## config.mk

```make
export PLATFORM = sky130hd
export DESIGN_NAME = ising_sweep_ctrl_flat
export DESIGN_NICKNAME = d
export VERILOG_FILES = /design/src/rtl/ising_sweep_ctrl_if.sv /design/src/rtl/ising_sweep_ctrl.sv /design/src/flat_wrapper.sv
export SDC_FILE = /design/constraint.sdc
export NUM_CORES = 1
export LEC_CHECK = 0
export CAP_MARGIN = 40
export CORE_UTILIZATION = 50
export CTS_CLUSTER_SIZE = 25
export DETAILED_ROUTE_END_ITERATION = 7
export PLACE_DENSITY_LB_ADDON = 0.3
export SLEW_MARGIN = 25
export SYNTH_ARGS = -nofsm -noshare
export SYNTH_HDL_FRONTEND = slang
export SYNTH_SLANG_ARGS = --single-unit
```

## constraint.sdc

```tcl
create_clock -name clk -period 3.25 [get_ports clk]
set_input_delay 0.65 -clock clk [delete_from_list [all_inputs] [get_ports clk]]
set_output_delay 0.65 -clock clk [all_outputs]
set_load 0.02 [all_outputs]
```

## src/rtl/ising_sweep_ctrl_if.sv

```systemverilog
// Controller <-> matrix-datapath handshake bundle for the Ising sweep controller.
interface ising_sweep_ctrl_if #(
   parameter int unsigned N        = 4,
   parameter int unsigned DATABITS = 16
);
   logic                       mac_start;
   logic [7:0]                 mac_row;
   logic [N-1:0]               mac_spins;
   logic                       mac_done;
   logic signed [DATABITS-1:0] mac_field;
   logic signed [DATABITS-1:0] rand_thresh;

   // Controller side: launches requests, consumes field and threshold.
   modport master (
      output mac_start,
      output mac_row,
      output mac_spins,
      input  mac_done,
      input  mac_field,
      input  rand_thresh
   );

   // Datapath/RNG side.
   modport slave (
      input  mac_start,
      input  mac_row,
      input  mac_spins,
      output mac_done,
      output mac_field,
      output rand_thresh
   );
endinterface

```

## src/rtl/ising_sweep_ctrl.sv

```systemverilog
// Ising sweep controller: walks every spin num_sweeps times, asks the matrix
// datapath for that spin's local field and sets the spin to (field > thresh).
// Optional feature macro FLIP_COUNT_EN adds a saturating 16-bit flip counter
// output (flip_count); without it the port and its logic do not exist.
module ising_sweep_ctrl #(
   parameter int unsigned N         = 4,
   parameter int unsigned DATABITS  = 16,
   parameter int unsigned SWEEPBITS = 8
) (
   input  logic                 clk,
   input  logic                 rst,
   input  logic                 start,
   input  logic [SWEEPBITS-1:0] num_sweeps,
   input  logic [N-1:0]         spin_init,
   ising_sweep_ctrl_if.master   mac,
   output logic                 busy,
   output logic                 done,
   output logic [N-1:0]         spins
`ifdef FLIP_COUNT_EN
   ,
   output logic [15:0]          flip_count
`endif
);
   localparam int unsigned ROWBITS = 8;

   typedef enum logic [1:0] {
      IDLE  = 2'd0,
      ISSUE = 2'd1,
      WAIT  = 2'd2,
      FIN   = 2'd3
   } state_t;

   state_t                     state, state_n;
   logic [ROWBITS-1:0]         row, row_n;
   logic [SWEEPBITS-1:0]       sweep, sweep_n;
   logic [SWEEPBITS-1:0]       nsw, nsw_n;
   logic [N-1:0]               spins_n;
   logic                       mac_start_q;
   logic signed [DATABITS-1:0] field;
   logic signed [DATABITS-1:0] thresh;
   logic                       upd_bit;
   logic                       last_row;
   logic                       last_sweep;

   assign field      = mac.mac_field;
   assign thresh     = mac.rand_thresh;
   // Both operands signed, so this is a signed compare; a tie yields spin 0.
   assign upd_bit    = (field > thresh);
   assign last_row   = (row == ROWBITS'(N - 1));
   assign last_sweep = (sweep == (nsw - SWEEPBITS'(1)));

   assign mac.mac_start = mac_start_q;
   assign mac.mac_row   = row;
   assign mac.mac_spins = spins;

   // Next-state, run bookkeeping and spin update.
   always_comb begin
      state_n = state;
      row_n   = row;
      sweep_n = sweep;
      nsw_n   = nsw;
      spins_n = spins;
      unique case (state)
         IDLE: begin
            if (start) begin
               spins_n = spin_init;
               nsw_n   = num_sweeps;
               row_n   = '0;
               sweep_n = '0;
               state_n = (num_sweeps == '0) ? FIN : ISSUE;
            end
         end
         ISSUE: begin
            state_n = WAIT;
         end
         WAIT: begin
            if (mac.mac_done) begin
               for (int unsigned i = 0; i < N; i++) begin
                  if (row == ROWBITS'(i)) begin
                     spins_n[i] = upd_bit;
                  end
               end
               if (!last_row) begin
                  row_n = row + ROWBITS'(1);
               end else begin
                  row_n   = '0;
                  sweep_n = sweep + SWEEPBITS'(1);
               end
               state_n = (last_row && last_sweep) ? FIN : ISSUE;
            end
         end
         FIN: begin
            state_n = IDLE;
         end
         default: begin
            state_n = IDLE;
         end
      endcase
   end

   // State register; outputs registered from the next state so they line up with it.
   always_ff @(posedge clk) begin
      if (rst) begin
         state       <= IDLE;
         row         <= '0;
         sweep       <= '0;
         nsw         <= '0;
         spins       <= '0;
         mac_start_q <= 1'b0;
         done        <= 1'b0;
         busy        <= 1'b0;
      end else begin
         state       <= state_n;
         row         <= row_n;
         sweep       <= sweep_n;
         nsw         <= nsw_n;
         spins       <= spins_n;
         mac_start_q <= (state_n == ISSUE);
         done        <= (state_n == FIN);
         busy        <= (state_n != IDLE);
      end
   end

`ifdef FLIP_COUNT_EN
   localparam int unsigned FLIPBITS = 16;

   logic [FLIPBITS-1:0] flips;
   logic                flip_c;

   // Does the pending update change the addressed spin?
   always_comb begin
      flip_c = 1'b0;
      for (int unsigned i = 0; i < N; i++) begin
         if (row == ROWBITS'(i)) begin
            flip_c = (spins[i] != upd_bit);
         end
      end
   end

   // Saturating flip counter, restarted by each accepted start.
   always_ff @(posedge clk) begin
      if (rst) begin
         flips <= '0;
      end else if ((state == IDLE) && start) begin
         flips <= '0;
      end else if ((state == WAIT) && mac.mac_done && flip_c && (flips != '1)) begin
         flips <= flips + FLIPBITS'(1);
      end
   end

   assign flip_count = flips;
`endif

endmodule
```

## src/flat_wrapper.sv

```systemverilog
// flat-port wrapper written by rule: the top's interface ports become plain ports
module ising_sweep_ctrl_flat 
#(
   parameter int unsigned N         = 4,
   parameter int unsigned DATABITS  = 16,
   parameter int unsigned SWEEPBITS = 8
)
  (clk, rst, start, num_sweeps, spin_init, busy, done, spins, mac_mac_start, mac_mac_row, mac_mac_spins, mac_mac_done, mac_mac_field, mac_rand_thresh);
  ising_sweep_ctrl_if #(.N(N), .DATABITS(DATABITS)) mac_i ();
  input  logic clk;
  input  logic rst;
  input  logic start;
  input  logic [SWEEPBITS-1:0] num_sweeps;
  input  logic [N-1:0] spin_init;
  output logic busy;
  output logic done;
  output logic [N-1:0] spins;
  output wire logic [$bits(mac_i.mac_start)-1:0] mac_mac_start;
  output wire logic [$bits(mac_i.mac_row)-1:0] mac_mac_row;
  output wire logic [$bits(mac_i.mac_spins)-1:0] mac_mac_spins;
  input wire logic [$bits(mac_i.mac_done)-1:0] mac_mac_done;
  input wire logic [$bits(mac_i.mac_field)-1:0] mac_mac_field;
  input wire logic [$bits(mac_i.rand_thresh)-1:0] mac_rand_thresh;
  assign mac_mac_start = mac_i.mac_start;
  assign mac_mac_row = mac_i.mac_row;
  assign mac_mac_spins = mac_i.mac_spins;
  assign mac_i.mac_done = mac_mac_done;
  assign mac_i.mac_field = mac_mac_field;
  assign mac_i.rand_thresh = mac_rand_thresh;
  ising_sweep_ctrl #(.N(N), .DATABITS(DATABITS), .SWEEPBITS(SWEEPBITS)) u_core (.clk(clk), .rst(rst), .start(start), .num_sweeps(num_sweeps), .spin_init(spin_init), .mac(mac_i), .busy(busy), .done(done), .spins(spins));
endmodule
```

# After elaboration in Yosys (flattened, before gate mapping)
# Index checks and enable logic that the tools add are counted.
# Widths: inputs -> output; s select.
[word_totals] reg_bits=33 latch_bits=0 mem_bits_rw=0 rom_bits=0 inputBits=48 mem_count=0
[op_classes] add_sub_neg=3 n_mul=0 div_mod_pow=0 n_lt_le_gt_ge=1 eq_ne=15 shift=0 muxes=19 n_bitwise=0 n_reduce_logical=12
[op_table] operator="$mux 8" n=5
[op_table] operator="$pmux 8 s2" n=2
[op_table] operator="$add 8x1->8 const B" n=2
[op_table] operator="$eq 8x2->1 const B" n=2
[op_table] operator="$gt 16x16->1" n=1
[op_table] operator="$logic_not 8->1" n=2
[op_table] operator="$reduce_and 4->1" n=4
[op_table] operator="$eq 8x1->1 const B" n=1
[op_table] operator="$eq 8x8->1" n=1
[op_table] operator="$mux 2" n=4
[op_table] operator="$mux 4" n=2
[op_table] operator="$ne 2x1->1 const B" n=4
[op_table] operator="$pmux 2 s4" n=1
[op_table] operator="$pmux 4 s2" n=1
[op_table] operator="$sub 8x1->8 const B" n=1
[op_table] operator="$eq 2x2->1 const B" n=3
[op_table] operator="$eq 2x1->1 const B" n=2
[op_table] operator="$mux 1" n=4
[op_table] operator="$ne 2x2->1 const B" n=2
[op_table] operator="$reduce_bool 2->1" n=2
[op_table] operator="$reduce_and 3->1" n=1
[op_table] operator="$logic_not 2->1" n=1
[op_table] operator="$reduce_and 2->1" n=1
[op_table] operator="$logic_and 1x1->1" n=1

# Depth between registers and ports, before layout
[logic_depth] word_depth=7 depth_mapped=8 mapped_depth_nobuf=8

# Least setup slack after synthesis
# No wires, ideal clock.
[synth_path] kind="input to register" start="in mac_rand_thresh[15]" end="reg u_core.spins[0], in the netlist u_core.mac.mac_spins[0]" setup_time_ps=91 t_arrival_ps=1895 t_required_ps=3159 setup_slack_ps=1264 cell_stages=8 cell_sequence="inv_1 ha_1 and4_1 nand3_1 a21o_1 a31oi_1 nor2_1 a311oi_1"
[synth_via] elab_chain_cells=4
[synth_rtl] element="start, declared" line_no="flat_wrapper.sv:23" rtl="input wire logic [$bits(mac_i.rand_thresh)-1:0] mac_rand_thresh;"
[synth_rtl] element="$gt 16x16->1" line_no="ising_sweep_ctrl.sv:48" rtl="assign upd_bit = (field > thresh);"
[synth_rtl] element="$mux 1" line_no="ising_sweep_ctrl.sv:79" rtl="if (row == ROWBITS'(i)) begin"
[synth_rtl] element="$mux 4" line_no="ising_sweep_ctrl.sv:77" rtl="if (mac.mac_done) begin"
[synth_rtl] element="$pmux 4 s2" line_no="ising_sweep_ctrl.sv:63" rtl="unique case (state)"
[synth_rtl] element="end signal, assigned" line_no="ising_sweep_ctrl.sv:117" rtl="spins <= spins_n;"
[synth_rtl] element="end, declared" line_no="ising_sweep_ctrl.sv:18" rtl="output logic [N-1:0] spins"
# Every way passes these cells. The select of a mux whose other input is x is not followed.
# A chain may end at the register's enable or synchronous reset.

# Worst setup path in the final report
[layout_path] start="in mac_rand_thresh[15]" end="reg u_core.spins[1], in the netlist u_core.mac.mac_spins[1]"
# The elaborated chain is that of the path after synthesis.

==> impl_metrics.tcl <==
set metrics [dict create \
    numPortBuffers 66 \
    gr-max-usage-layer "met2" \
    dieWidth_um 67.36 \
    ys_async_sr_fraction 0 \
    layout-drive-gt1-share 0.05263 \
    synth_top_flop_cell "dfxtp_1" \
    grt_pass1_wl_mm 7.893 \
    totalWireLength_mm 4.822 \
    yosysWarnings 0 \
    worstSetupPathType "input port to flip-flop" \
    status "completed" \
    synth_top_area_frac 0.3093 \
    grt_max_degree 21 \
    die-area_mm2 0.004537 \
    ys_types 46 \
    final_common_cell "clkdlybuf4s50_1" \
    areaGrowthSynthToFinish_pct 37.14 \
    overflow 0 \
    ctsResizeCount 0 \
    wire_per_inst_um 12.93 \
    cts_hold_buffers 0 \
    multiInputGateArea_mm2 0.001343 \
    fmax_ghz 0.4232 \
    p_leak_nw 1.203 \
    hold_viol_final 0 \
    clk_path_buf_depth 2 \
    route.detailed.drc 0 \
    numCtsBuffers 5 \
    use_met2 0.3725 \
    final_cell_mix "66 x clkdlybuf4s50_1, 33 x nor2_1, 33 x dfxtp_1, 22 x ha_1, 21 x inv_1" \
    grt_pass1_vias 1817 \
    nFillCells 317 \
    coreArea_mm2 0.004058 \
    io_pins 67 \
    fin_tns_setup_ns 0 \
    fin_crit_ns 2.363 \
    dp_hpwl_mm 3.607 \
    gr-usage-all-layers 0.2313 \
    root_buffer "clkbuf_8" \
    tightestPinTransition_ns 0.7581 \
    ant_nets 0 \
    layout_worst_path_cycle_share 0.7270 \
    num_vias 2008 \
    antenna_found_initial 0 \
    cts.sink_count 33 \
    ys_top_cells_by_area "dfxtp_1 31%, ha_1 13%, nor2_1 5.8%" \
    layout.nets 392 \
    fin_skew_ns 0.002827 \
    die_y_um 67.36 \
    syn_inst 259 \
    slew-limit-headroom 0.4930 \
    maxCapViolations 0 \
    end_kind "flip-flop" \
    drtIter0Drc 78 \
    worst-path-max-fanout 5 \
    start_util 0.5264 \
    setup_viol 0 \
    regArea_um2 660.6 \
    via_per_inst 5.383 \
    place_congestion 0.8663 \
    drt_pass1_iterations 4 \
    cts_tree "yes" \
    yosysTopAreaCell "dfxtp_1" \
    fin_util 0.7219 \
    ys_ff_latch 33 \
    antenna_cells 0 \
    ys_seq_area_frac 0.3093 \
    arrival_ns 2.54 \
    peakVddDrop_mv 0.2273 \
    use_met3 0.05236 \
    powerDensity_mw_per_mm2 372.0 \
    synth_enable_flop_cells 0 \
    crit_required_ns 3.43 \
    syn_area_per_cell_um2 8.246 \
    cts_setup_buffers 0 \
    hold_class "flip-flop to flip-flop" \
    use_met1 0.2932 \
    grt_setup_unrepaired "false" \
    syn_nets 329 \
    clk_pin_slew_ns 0.07 \
    clk_latency_ns 0.28 \
    critPathLaunchType "input port" \
    fp-row-count 23 \
    netlist_area_mm2 0.002136 \
    htreeDepth 2 \
    slew_viol_final 0 \
]
-- sequential cells by signal (all words and copies together) (netlist names) --
register	flops
u_core.mac.mac_spins	4
u_core.busy	1
u_core.mac.mac_start	1
u_core.state	2
u_core.nsw	8
u_core.done	1
u_core.mac.mac_row	8
u_core.sweep	8
-- critical path, stage by stage --
cell             delay [ns]
clkdlybuf4s50_1        0.45
inv_1                  0.04
ha_1                   0.33
and4_1                 0.26
nand3_1                0.09
a21o_1                 0.17
a31oi_1                0.20
nor2_1                 0.11
a311oi_1               0.23
-- per-layer routing --
layer,routed length [um],vias up,share of wire
met1,2241,912,0.46
met4,125,0,0.026
met5,0,-,0
met3,211,13,0.044
li1,-,1035,-
met2,2242,48,0.46
-- path summary, 6_finish.rpt --
check | start | to | slack [ns] | depth (start not counted)
worst min-delay path | u_core.sweep[1] | u_core.sweep[1] | 0.51 | 2
worst min register to register | u_core.sweep[1] | u_core.sweep[1] | 0.51 | 2
worst max register to register | u_core.mac.mac_row[5] | u_core.mac.mac_start | 1.21 | 6
worst max-delay path | mac_rand_thresh[15] | u_core.mac.mac_spins[1] | 0.89 | 9
-- per-stage QoR --
step / setup slack [ns] / total power, mW / instance area [um^2] / hold slack, ns / instances
6_report: 0.8873 / 1.090 / 2929 / 0.5109 / 373
3_5_place_dp: 0.6146 / 0.6990 / 2813 / 0.5039 / 365
2_1_floorplan: 1.264 / 0.5942 / 2136 / 0.4727 / 259
5_1_grt: 0.6883 / 1.138 / 2929 / 0.5442 / 373
4_1_cts: 0.9191 / 1.090 / 2929 / 0.5135 / 373
3_3_place_gp: 0.6771 / 0.6950 / 2813 / 0.4905 / 365
-- Yosys cell counts, types with 2 or more instances --
cell,number
a31oi_1,3
o31ai_1,3
nor3_1,6
nand3_1,7
xnor2_1,10
and4_1,4
nor2_1,33
and3_1,4
a311oi_1,3
mux2i_1,8
clkbuf_1,5
or3_1,3
dfxtp_1,33
nand3b_1,2
nand2b_1,4
xor2_1,9
or2_2,3
inv_1,21
ha_1,22
a21oi_1,18
o21ai_0,9
nand4_1,4
nand2_1,14
nor2b_1,2
nor4_1,3
buf_2,2
buf_4,4
a21o_1,2
-- kinds of logic (layout without fill, tap and decap cells) --
| family | Yosys count | count (layout) | synth area share |
|---|---|---|---|
| and+or+nand+nor | 98 | 98 | 0.2449 |
| adders and majority gates | 22 | 22 | 0.1289 |
| muxes | 8 | 8 | 0.03749 |
| AOI/OAI and AO/OA | 47 | 47 | 0.1371 |
| xor gates and xnor gates | 19 | 19 | 0.07791 |
| DFF | 33 | 33 | 0.3093 |
| buffers and inverters | 32 | 96 | 0.06444 |
-- area by class of cell --
class | instances | area share
clock buffers | 7 | 0.02947
multi-input cells | 194 | 0.4584
well taps | 50 | 0.02136
clock inverters | 1 | 0.01025
inverters | 21 | 0.02691
repair buffers | 67 | 0.2281
flip-flops and latches | 33 | 0.2255
-- power breakdown --
part	leakage (nW)	internal, mW	switching [mW]
clock	0.0585	0.250	0.148
combinational	0.875	0.137	0.111
sequential	0.269	0.422	0.0220
total	1.20	0.809	0.281
(Power assumes the default switching activity.)
